===== config.mk =====
export PLATFORM = sky130hd
export DESIGN_NAME = spi_rx_deser_flat
export DESIGN_NICKNAME = d
export VERILOG_FILES = /design/src/rtl/spi_pkg.sv /design/src/rtl/spi_rx_deser_if.sv /design/src/rtl/spi_sync.sv /design/src/rtl/spi_rx_deser.sv /design/src/flat_wrapper.sv
export SDC_FILE = /design/constraint.sdc
export NUM_CORES = 1
export LEC_CHECK = 0
export BUFFER_PORTS_ARGS = -buffer_cell sky130_fd_sc_hd__buf_4
export CAP_MARGIN = 15
export CORE_MARGIN = 5
export CORE_UTILIZATION = 40
export CTS_BUF_LIST = sky130_fd_sc_hd__clkbuf_2
export DETAILED_ROUTE_END_ITERATION = 7
export PLACE_DENSITY_LB_ADDON = 0.3
export SYNTH_ARGS = -nofsm -noshare
export SYNTH_HDL_FRONTEND = slang
export SYNTH_SLANG_ARGS = --single-unit

===== constraint.sdc =====
create_clock -name clk_100 -period 1.7 [get_ports clk_100]
set_clock_uncertainty 0.05 [all_clocks]
set_input_delay 0.34 -clock clk_100 [delete_from_list [all_inputs] [get_ports clk_100]]
set_output_delay 0.34 -clock clk_100 [all_outputs]
set_load 0.01 [all_outputs]

===== src/rtl/spi_pkg.sv =====
// ----------------------------------------------------------------------------
// spi_pkg
// Shared definitions for the SPI receive deserializer:
//   spi_rx_state_t : receiver FSM states
//   spi_cnt_width  : bit-counter width able to hold the value data_width
// ----------------------------------------------------------------------------
package spi_pkg;

   typedef enum logic [1:0] {
      WAIT_IDLE = 2'd0,
      IDLE      = 2'd1,
      RECV      = 2'd2
   } spi_rx_state_t;

   function automatic int spi_cnt_width(input int data_width);
      return $clog2(data_width + 1);
   endfunction

endpackage


===== src/rtl/spi_rx_deser_if.sv =====
// ----------------------------------------------------------------------------
// spi_rx_deser_if
// Bundles the SPI lines and the received-word handshake of spi_rx_deser.
//   SCK, CS, MOSI         : serial lines from the SPI master (asynchronous)
//   rx_data, rx_valid     : received word and its valid flag
//   rx_ready              : consumer accepts on rx_valid && rx_ready
//   overrun, frame_err    : one-cycle error pulses
//   busy                  : receiver is inside a frame
// Modports: slave = deserializer side, master = line driver / consumer side.
// ----------------------------------------------------------------------------
interface spi_rx_deser_if #(
   parameter int P_DATA_WIDTH = 8
);
   logic                    SCK;
   logic                    CS;
   logic                    MOSI;
   logic [P_DATA_WIDTH-1:0] rx_data;
   logic                    rx_valid;
   logic                    rx_ready;
   logic                    overrun;
   logic                    frame_err;
   logic                    busy;

   modport slave (
      input  SCK, CS, MOSI, rx_ready,
      output rx_data, rx_valid, overrun, frame_err, busy
   );

   modport master (
      output SCK, CS, MOSI, rx_ready,
      input  rx_data, rx_valid, overrun, frame_err, busy
   );
endinterface


===== src/rtl/spi_sync.sv =====
// ----------------------------------------------------------------------------
// spi_sync
// Two-flop synchronizer with a parameterised reset value.
//   clk_i : destination clock
//   rst_i : asynchronous active-high reset
//   d_i   : asynchronous input
//   q_o   : synchronized output
// ----------------------------------------------------------------------------
module spi_sync #(
   parameter logic P_RST_VAL = 1'b0
) (
   input  logic clk_i,
   input  logic rst_i,
   input  logic d_i,
   output logic q_o
);
   logic meta_q;
   logic sync_q;

   always_ff @(posedge clk_i or posedge rst_i) begin
      if (rst_i) begin
         meta_q <= P_RST_VAL;
         sync_q <= P_RST_VAL;
      end else begin
         meta_q <= d_i;
         sync_q <= meta_q;
      end
   end

   assign q_o = sync_q;
endmodule


===== src/rtl/spi_rx_deser.sv =====
// ----------------------------------------------------------------------------
// spi_rx_deser
// SPI receive deserializer. Oversamples SCK/CS/MOSI in the clk_100 domain,
// assembles MSB-first words of P_DATA_WIDTH bits and offers them on a
// single-entry valid/ready register with overrun and framing-error pulses.
//   clk_100 : system clock
//   a_rst   : asynchronous active-high reset
//   bus     : spi_rx_deser_if slave (SCK, CS, MOSI in; rx_data, rx_valid,
//             overrun, frame_err, busy out; rx_ready in)
// ----------------------------------------------------------------------------
module spi_rx_deser
   import spi_pkg::*;
#(
   parameter int P_DATA_WIDTH = 8,
   parameter int P_CS_POLAR   = 1,
   parameter int P_CPOL       = 0
) (
   input  logic           clk_100,
   input  logic           a_rst,
   spi_rx_deser_if.slave  bus
);
   localparam int               CNT_W    = spi_cnt_width(P_DATA_WIDTH);
   localparam logic [CNT_W-1:0] CNT_FULL = CNT_W'(P_DATA_WIDTH);
   localparam logic             CS_ACT   = (P_CS_POLAR != 0);
   localparam logic             SCK_IDLE = (P_CPOL != 0);

   logic sck_s, cs_s, mosi_s;

   spi_sync #(.P_RST_VAL(SCK_IDLE)) u_sync_sck (
      .clk_i(clk_100), .rst_i(a_rst), .d_i(bus.SCK),  .q_o(sck_s)
   );
   spi_sync #(.P_RST_VAL(!CS_ACT))  u_sync_cs (
      .clk_i(clk_100), .rst_i(a_rst), .d_i(bus.CS),   .q_o(cs_s)
   );
   spi_sync #(.P_RST_VAL(1'b0))     u_sync_mosi (
      .clk_i(clk_100), .rst_i(a_rst), .d_i(bus.MOSI), .q_o(mosi_s)
   );

   spi_rx_state_t           state_q, state_d;
   logic                    sck_q, sck_d;
   logic [1:0]              settle_q, settle_d;
   logic [CNT_W-1:0]        cnt_q, cnt_d;
   logic [P_DATA_WIDTH-1:0] shift_q, shift_d;
   logic [P_DATA_WIDTH-1:0] rx_data_q, rx_data_d;
   logic                    rx_valid_q, rx_valid_d;
   logic                    overrun_q, overrun_d;
   logic                    frame_err_q, frame_err_d;
   logic                    busy_q, busy_d;

   logic cs_act, samp_edge, word_done;

   always_comb begin
      cs_act    = (cs_s == CS_ACT);
      samp_edge = (sck_s != sck_q) && (sck_s == !SCK_IDLE);
      word_done = (cnt_q == CNT_FULL);

      state_d     = state_q;
      sck_d       = sck_s;
      // The synchronizers still hold reset values for two cycles after
      // reset; CS is not trusted until they have been refilled.
      settle_d    = {settle_q[0], 1'b1};
      cnt_d       = cnt_q;
      shift_d     = shift_q;
      rx_data_d   = rx_data_q;
      rx_valid_d  = rx_valid_q;
      overrun_d   = 1'b0;
      busy_d      = (state_q == RECV);

      if (word_done) begin
         cnt_d = '0;
      end

      unique case (state_q)
         WAIT_IDLE: begin
            if (settle_q[1] && !cs_act) begin
               state_d = IDLE;
            end
         end
         IDLE: begin
            if (cs_act) begin
               state_d = RECV;
               cnt_d   = '0;
               shift_d = '0;
            end
         end
         RECV: begin
            // CS loss wins over a coincident sampling edge.
            if (!cs_act) begin
               state_d = IDLE;
            end else if (samp_edge) begin
               shift_d = {shift_q[P_DATA_WIDTH-2:0], mosi_s};
               cnt_d   = cnt_q + CNT_W'(1);
            end
         end
         default: begin
            state_d = WAIT_IDLE;
         end
      endcase

      // busy_q still reflects RECV for the cycle after leaving it, so this
      // fires once, together with busy falling.
      frame_err_d = busy_q && (state_q != RECV) && (cnt_q != '0) && !word_done;

      if (word_done) begin
         if (!rx_valid_q || bus.rx_ready) begin
            rx_data_d  = shift_q;
            rx_valid_d = 1'b1;
         end else begin
            overrun_d  = 1'b1;
         end
      end else if (rx_valid_q && bus.rx_ready) begin
         rx_valid_d = 1'b0;
      end
   end

   always_ff @(posedge clk_100 or posedge a_rst) begin
      if (a_rst) begin
         state_q     <= WAIT_IDLE;
         sck_q       <= SCK_IDLE;
         settle_q    <= '0;
         cnt_q       <= '0;
         shift_q     <= '0;
         rx_data_q   <= '0;
         rx_valid_q  <= 1'b0;
         overrun_q   <= 1'b0;
         frame_err_q <= 1'b0;
         busy_q      <= 1'b0;
      end else begin
         state_q     <= state_d;
         sck_q       <= sck_d;
         settle_q    <= settle_d;
         cnt_q       <= cnt_d;
         shift_q     <= shift_d;
         rx_data_q   <= rx_data_d;
         rx_valid_q  <= rx_valid_d;
         overrun_q   <= overrun_d;
         frame_err_q <= frame_err_d;
         busy_q      <= busy_d;
      end
   end

   assign bus.rx_data   = rx_data_q;
   assign bus.rx_valid  = rx_valid_q;
   assign bus.overrun   = overrun_q;
   assign bus.frame_err = frame_err_q;
   assign bus.busy      = busy_q;
endmodule


===== src/flat_wrapper.sv =====
// flat-port wrapper written by rule: the top's interface ports become plain ports
module spi_rx_deser_flat import spi_pkg::*;
#(
   parameter int P_DATA_WIDTH = 8,
   parameter int P_CS_POLAR   = 1,
   parameter int P_CPOL       = 0
)
  (clk_100, a_rst, bus_SCK, bus_CS, bus_MOSI, bus_rx_ready, bus_rx_data, bus_rx_valid, bus_overrun, bus_frame_err, bus_busy);
  spi_rx_deser_if #(.P_DATA_WIDTH(P_DATA_WIDTH)) bus_i ();
  input  logic clk_100;
  input  logic a_rst;
  input wire logic [$bits(bus_i.SCK)-1:0] bus_SCK;
  input wire logic [$bits(bus_i.CS)-1:0] bus_CS;
  input wire logic [$bits(bus_i.MOSI)-1:0] bus_MOSI;
  input wire logic [$bits(bus_i.rx_ready)-1:0] bus_rx_ready;
  output wire logic [$bits(bus_i.rx_data)-1:0] bus_rx_data;
  output wire logic [$bits(bus_i.rx_valid)-1:0] bus_rx_valid;
  output wire logic [$bits(bus_i.overrun)-1:0] bus_overrun;
  output wire logic [$bits(bus_i.frame_err)-1:0] bus_frame_err;
  output wire logic [$bits(bus_i.busy)-1:0] bus_busy;
  assign bus_i.SCK = bus_SCK;
  assign bus_i.CS = bus_CS;
  assign bus_i.MOSI = bus_MOSI;
  assign bus_i.rx_ready = bus_rx_ready;
  assign bus_rx_data = bus_i.rx_data;
  assign bus_rx_valid = bus_i.rx_valid;
  assign bus_overrun = bus_i.overrun;
  assign bus_frame_err = bus_i.frame_err;
  assign bus_busy = bus_i.busy;
  spi_rx_deser #(.P_DATA_WIDTH(P_DATA_WIDTH), .P_CS_POLAR(P_CS_POLAR), .P_CPOL(P_CPOL)) u_core (.clk_100(clk_100), .a_rst(a_rst), .bus(bus_i));
endmodule

==> impl_metrics.json <==
{
  "status": "finished clean",
  "leakagePower_uw": 0.000868,
  "p_sw_uw": 618,
  "ys_types": 32,
  "die_h_um": 70.1,
  "grt_pass1_wl_um": 4450,
  "dr.pass1.iters": 4,
  "drtAntennaViolNets": 0,
  "setup_tns_ns": 0,
  "p_comb_share_pct": 29.9,
  "n_antenna_cell": 0,
  "p_per_area_nw_per_um2": 1060,
  "rsz0062_at_grt": "false",
  "syn-cell-area_um2": 1450,
  "arrival_ns": 1.86,
  "grt_pass1_vias": 950,
  "ys_seq_elements": 35,
  "port_buffers": 17,
  "syn_avg_cell_area_um2": 13.6,
  "gp_congestion": 0.748,
  "hold_viol": 0,
  "routed_wl_um": 2480,
  "reg2reg_depth": 6,
  "drv_cap": 0,
  "swShare_pct": 33.2,
  "placementRows": 21,
  "yosysSeqAreaShare_pct": 60.6,
  "worstHoldPathType": "in2reg",
  "fin_crit_sh_pct": 95.8,
  "postSynthCellCount": 106,
  "syn_to_final_growth_pct": 21.8,
  "fmax_mhz": 614,
  "wl_per_cell_um": 13.5,
  "setup_viol": 0,
  "hold_depth": 3,
  "place_ws_ns": 0.0392,
  "grt_max_degree": 36,
  "layout.cells.non_filler": 184,
  "peakVddDrop_uv": 567,
  "dr.first_iter.drc_count": 15,
  "post-route-min-period_ns": 1.63,
  "syn-num-nets": 118,
  "holdPathEnd": "u_core.bus.overrun$_DFF_PP0_",
  "critical_path_class": "reg2reg",
  "cts_htree_levels": 2,
  "path_clk_slew_ns": 0.19,
  "worst_slack_ns": 0.0717,
  "fp.dieW_um": 70.1,
  "slew_viol_final": 0,
  "place_hpwl_um": 1660,
  "drive_above_1_share_pct": 33.3,
  "dp_cells": 169,
  "power_frac_clock_pct": 20.6,
  "cts_root_buffer": "clkbuf_2",
  "power_frac_seq_pct": 49.6,
  "yosys.area.top_type": "dfrtp_1",
  "hold_path_startpoint": "bus_rx_ready",
  "synth_top_area_share_pct": 60.6,
  "cts_sinks": 35,
  "cp-end-kind": "register",
  "grt-ovfl-total": 0,
  "drc": 0,
  "antenna_found_initial": 0,
  "critPathRequiredTime_ns": 1.93,
  "yosys-top-cells-area": "dfrtp_1, mux2_4, ha_1",
  "power.internal_uw": 1240,
  "dieArea_um2": 4910,
  "cts_max_path_buffers": 2,
  "core_um2": 3420,
  "cp_max_fo": 8,
  "initial_core_util_pct": 42.3,
  "async_flop_share_pct": 100,
  "synth_ff_type": "dfrtp_1",
  "gr-usage-all-layers_pct": 11.5,
  "vias": 906,
  "reg2reg_to": "u_core.bus.rx_data[0]$_DFFE_PP0P_",
  "synth_edf_count": 0,
  "ys_warn_count": 0,
  "cts_tree": "done",
  "p_total_uw": 1860,
  "clk_latency_ns": 0.37,
  "cp-start-kind": "register",
  "viasPerCell": 4.92,
  "nNetsFinal": 149,
  "ioPinCount": 18,
  "rr_startpoint": "u_core.cnt_q[1]$_DFF_PP0_",
  "cts_buffers": 5,
  "rrSetupSlack_ns": 0.07
}
-- stage by stage --
| stage | util [%] | hold slack [ns] | cell area [µm²] |
|---|---|---|---|
| after floorplan | - | 0.281 | 1450 |
| after global placement | 47.9 | 0.282 | 1640 |
| after detailed placement | 47.9 | 0.287 | 1640 |
| after CTS | 50.4 | 0.118 | 1720 |
| after global routing | 51.5 | 0.0939 | 1760 |
| final | 51.5 | 0.149 | 1760 |
-- routing by layer --
metal	GRT usage (%)	share of wire, %	vias to the layer above	wire [µm]
met4	5.11	0.56	0	14
met1	14.6	45	461	1130
met3	5.02	5.3	2	131
met5	0	0	-	0
met2	17.0	49	17	1210
li1	-	-	426	-
-- logic make-up (layout without fill, tap and decap cells) --
family | count (synthesis) | after routing | share of synthesized area, %
AO/OA/AOI/OAI | 18 | 18 | 10.3
XOR/XNOR | 1 | 1 | 0.606
adder cells (fa/ha/maj) | 6 | 6 | 5.19
buffers and inverters | 10 | 42 | 3.98
flip-flops | 35 | 35 | 60.6
multiplexers | 9 | 9 | 9.09
other | 1 | 1 | 0.259
AND/OR/NAND/NOR | 26 | 26 | 9.96
-- synth_stat cells, types with 2 or more instances --
cell / number
a22o_1: 8
a32o_1: 2
and3_1: 2
buf_6: 2
dfrtp_1: 35
ha_1: 6
inv_1: 6
mux2_4: 8
nand2_1: 7
nand3_1: 3
nor2_1: 4
nor2b_1: 3
-- power by group through the flow --
stage,Clock (µW),Sequential (µW),Combinational (µW)
2_1_floorplan,0,934,316
3_3_place_gp,0,935,403
3_5_place_dp,0,940,434
4_1_cts,401,925,444
5_1_grt,446,928,622
6_report,383,923,556
-- layout by cell type, fill, tap and decap left out, types with 4 or more instances in the layout --
cell           instances
dfrtp_1               35
inv_1                  6
nand2_1                7
dlygate4sd3_1          4
a22o_1                 8
mux2_4                 8
clkbuf_2               5
buf_4                 23
ha_1                   5
-- worst max path at each step --
stage | depth (start not counted) | endpoint | startpoint
final | 6 | u_core.bus.rx_data[0]$_DFFE_PP0P_ | u_core.cnt_q[1]$_DFF_PP0_
after global routing | 6 | u_core.bus.rx_data[0]$_DFFE_PP0P_ | u_core.cnt_q[1]$_DFF_PP0_
after CTS | 5 | u_core.cnt_q[1]$_DFF_PP0_ | u_core.state_q[1]$_DFFE_PP0P_
after detailed placement | 5 | u_core.cnt_q[1]$_DFF_PP0_ | u_core.state_q[1]$_DFFE_PP0P_
after global placement | 6 | u_core.bus.rx_data[2]$_DFFE_PP0P_ | u_core.cnt_q[1]$_DFF_PP0_
after floorplan | 6 | u_core.bus.rx_data[0]$_DFFE_PP0P_ | u_core.cnt_q[0]$_DFF_PP0_
-- worst max-delay path, stage by stage (launching register included) --
cell     delay [ns]
dfrtp_1        0.45
inv_1          0.07
ha_1           0.13
nor2b_2        0.17
and3_1         0.22
buf_12         0.15
mux2_4         0.30
-- timing repair --
item | in CTS | in global routing
setup buffers | 0 | 3
hold buffers | 4 | 0
hold endpoints to repair | 38 | 0
endpoints found under the setup margin | 0 | 4
gates resized for setup | 0 | 3
-- registers in the layout, indices dropped and copies added, names as in the netlist, 2 cells and up --
name,flops
u_core.bus.rx_data,8
u_core.shift_q,8
u_core.cnt_q,4
u_core.settle_q,2
u_core.state_q,2
-- area by class of cell --
| type | instances | area (µm²) |
|---|---|---|
| fill | 308 | 1660 |
| clock inverter | 3 | 20.0 |
| multi-input combinational | 61 | 527 |
| clock buffer | 5 | 25.0 |
| sequential | 35 | 876 |
| inverter | 6 | 22.5 |
| timing repair buffer | 28 | 233 |
| tap | 46 | 57.6 |
(Power assumes the default switching activity.)
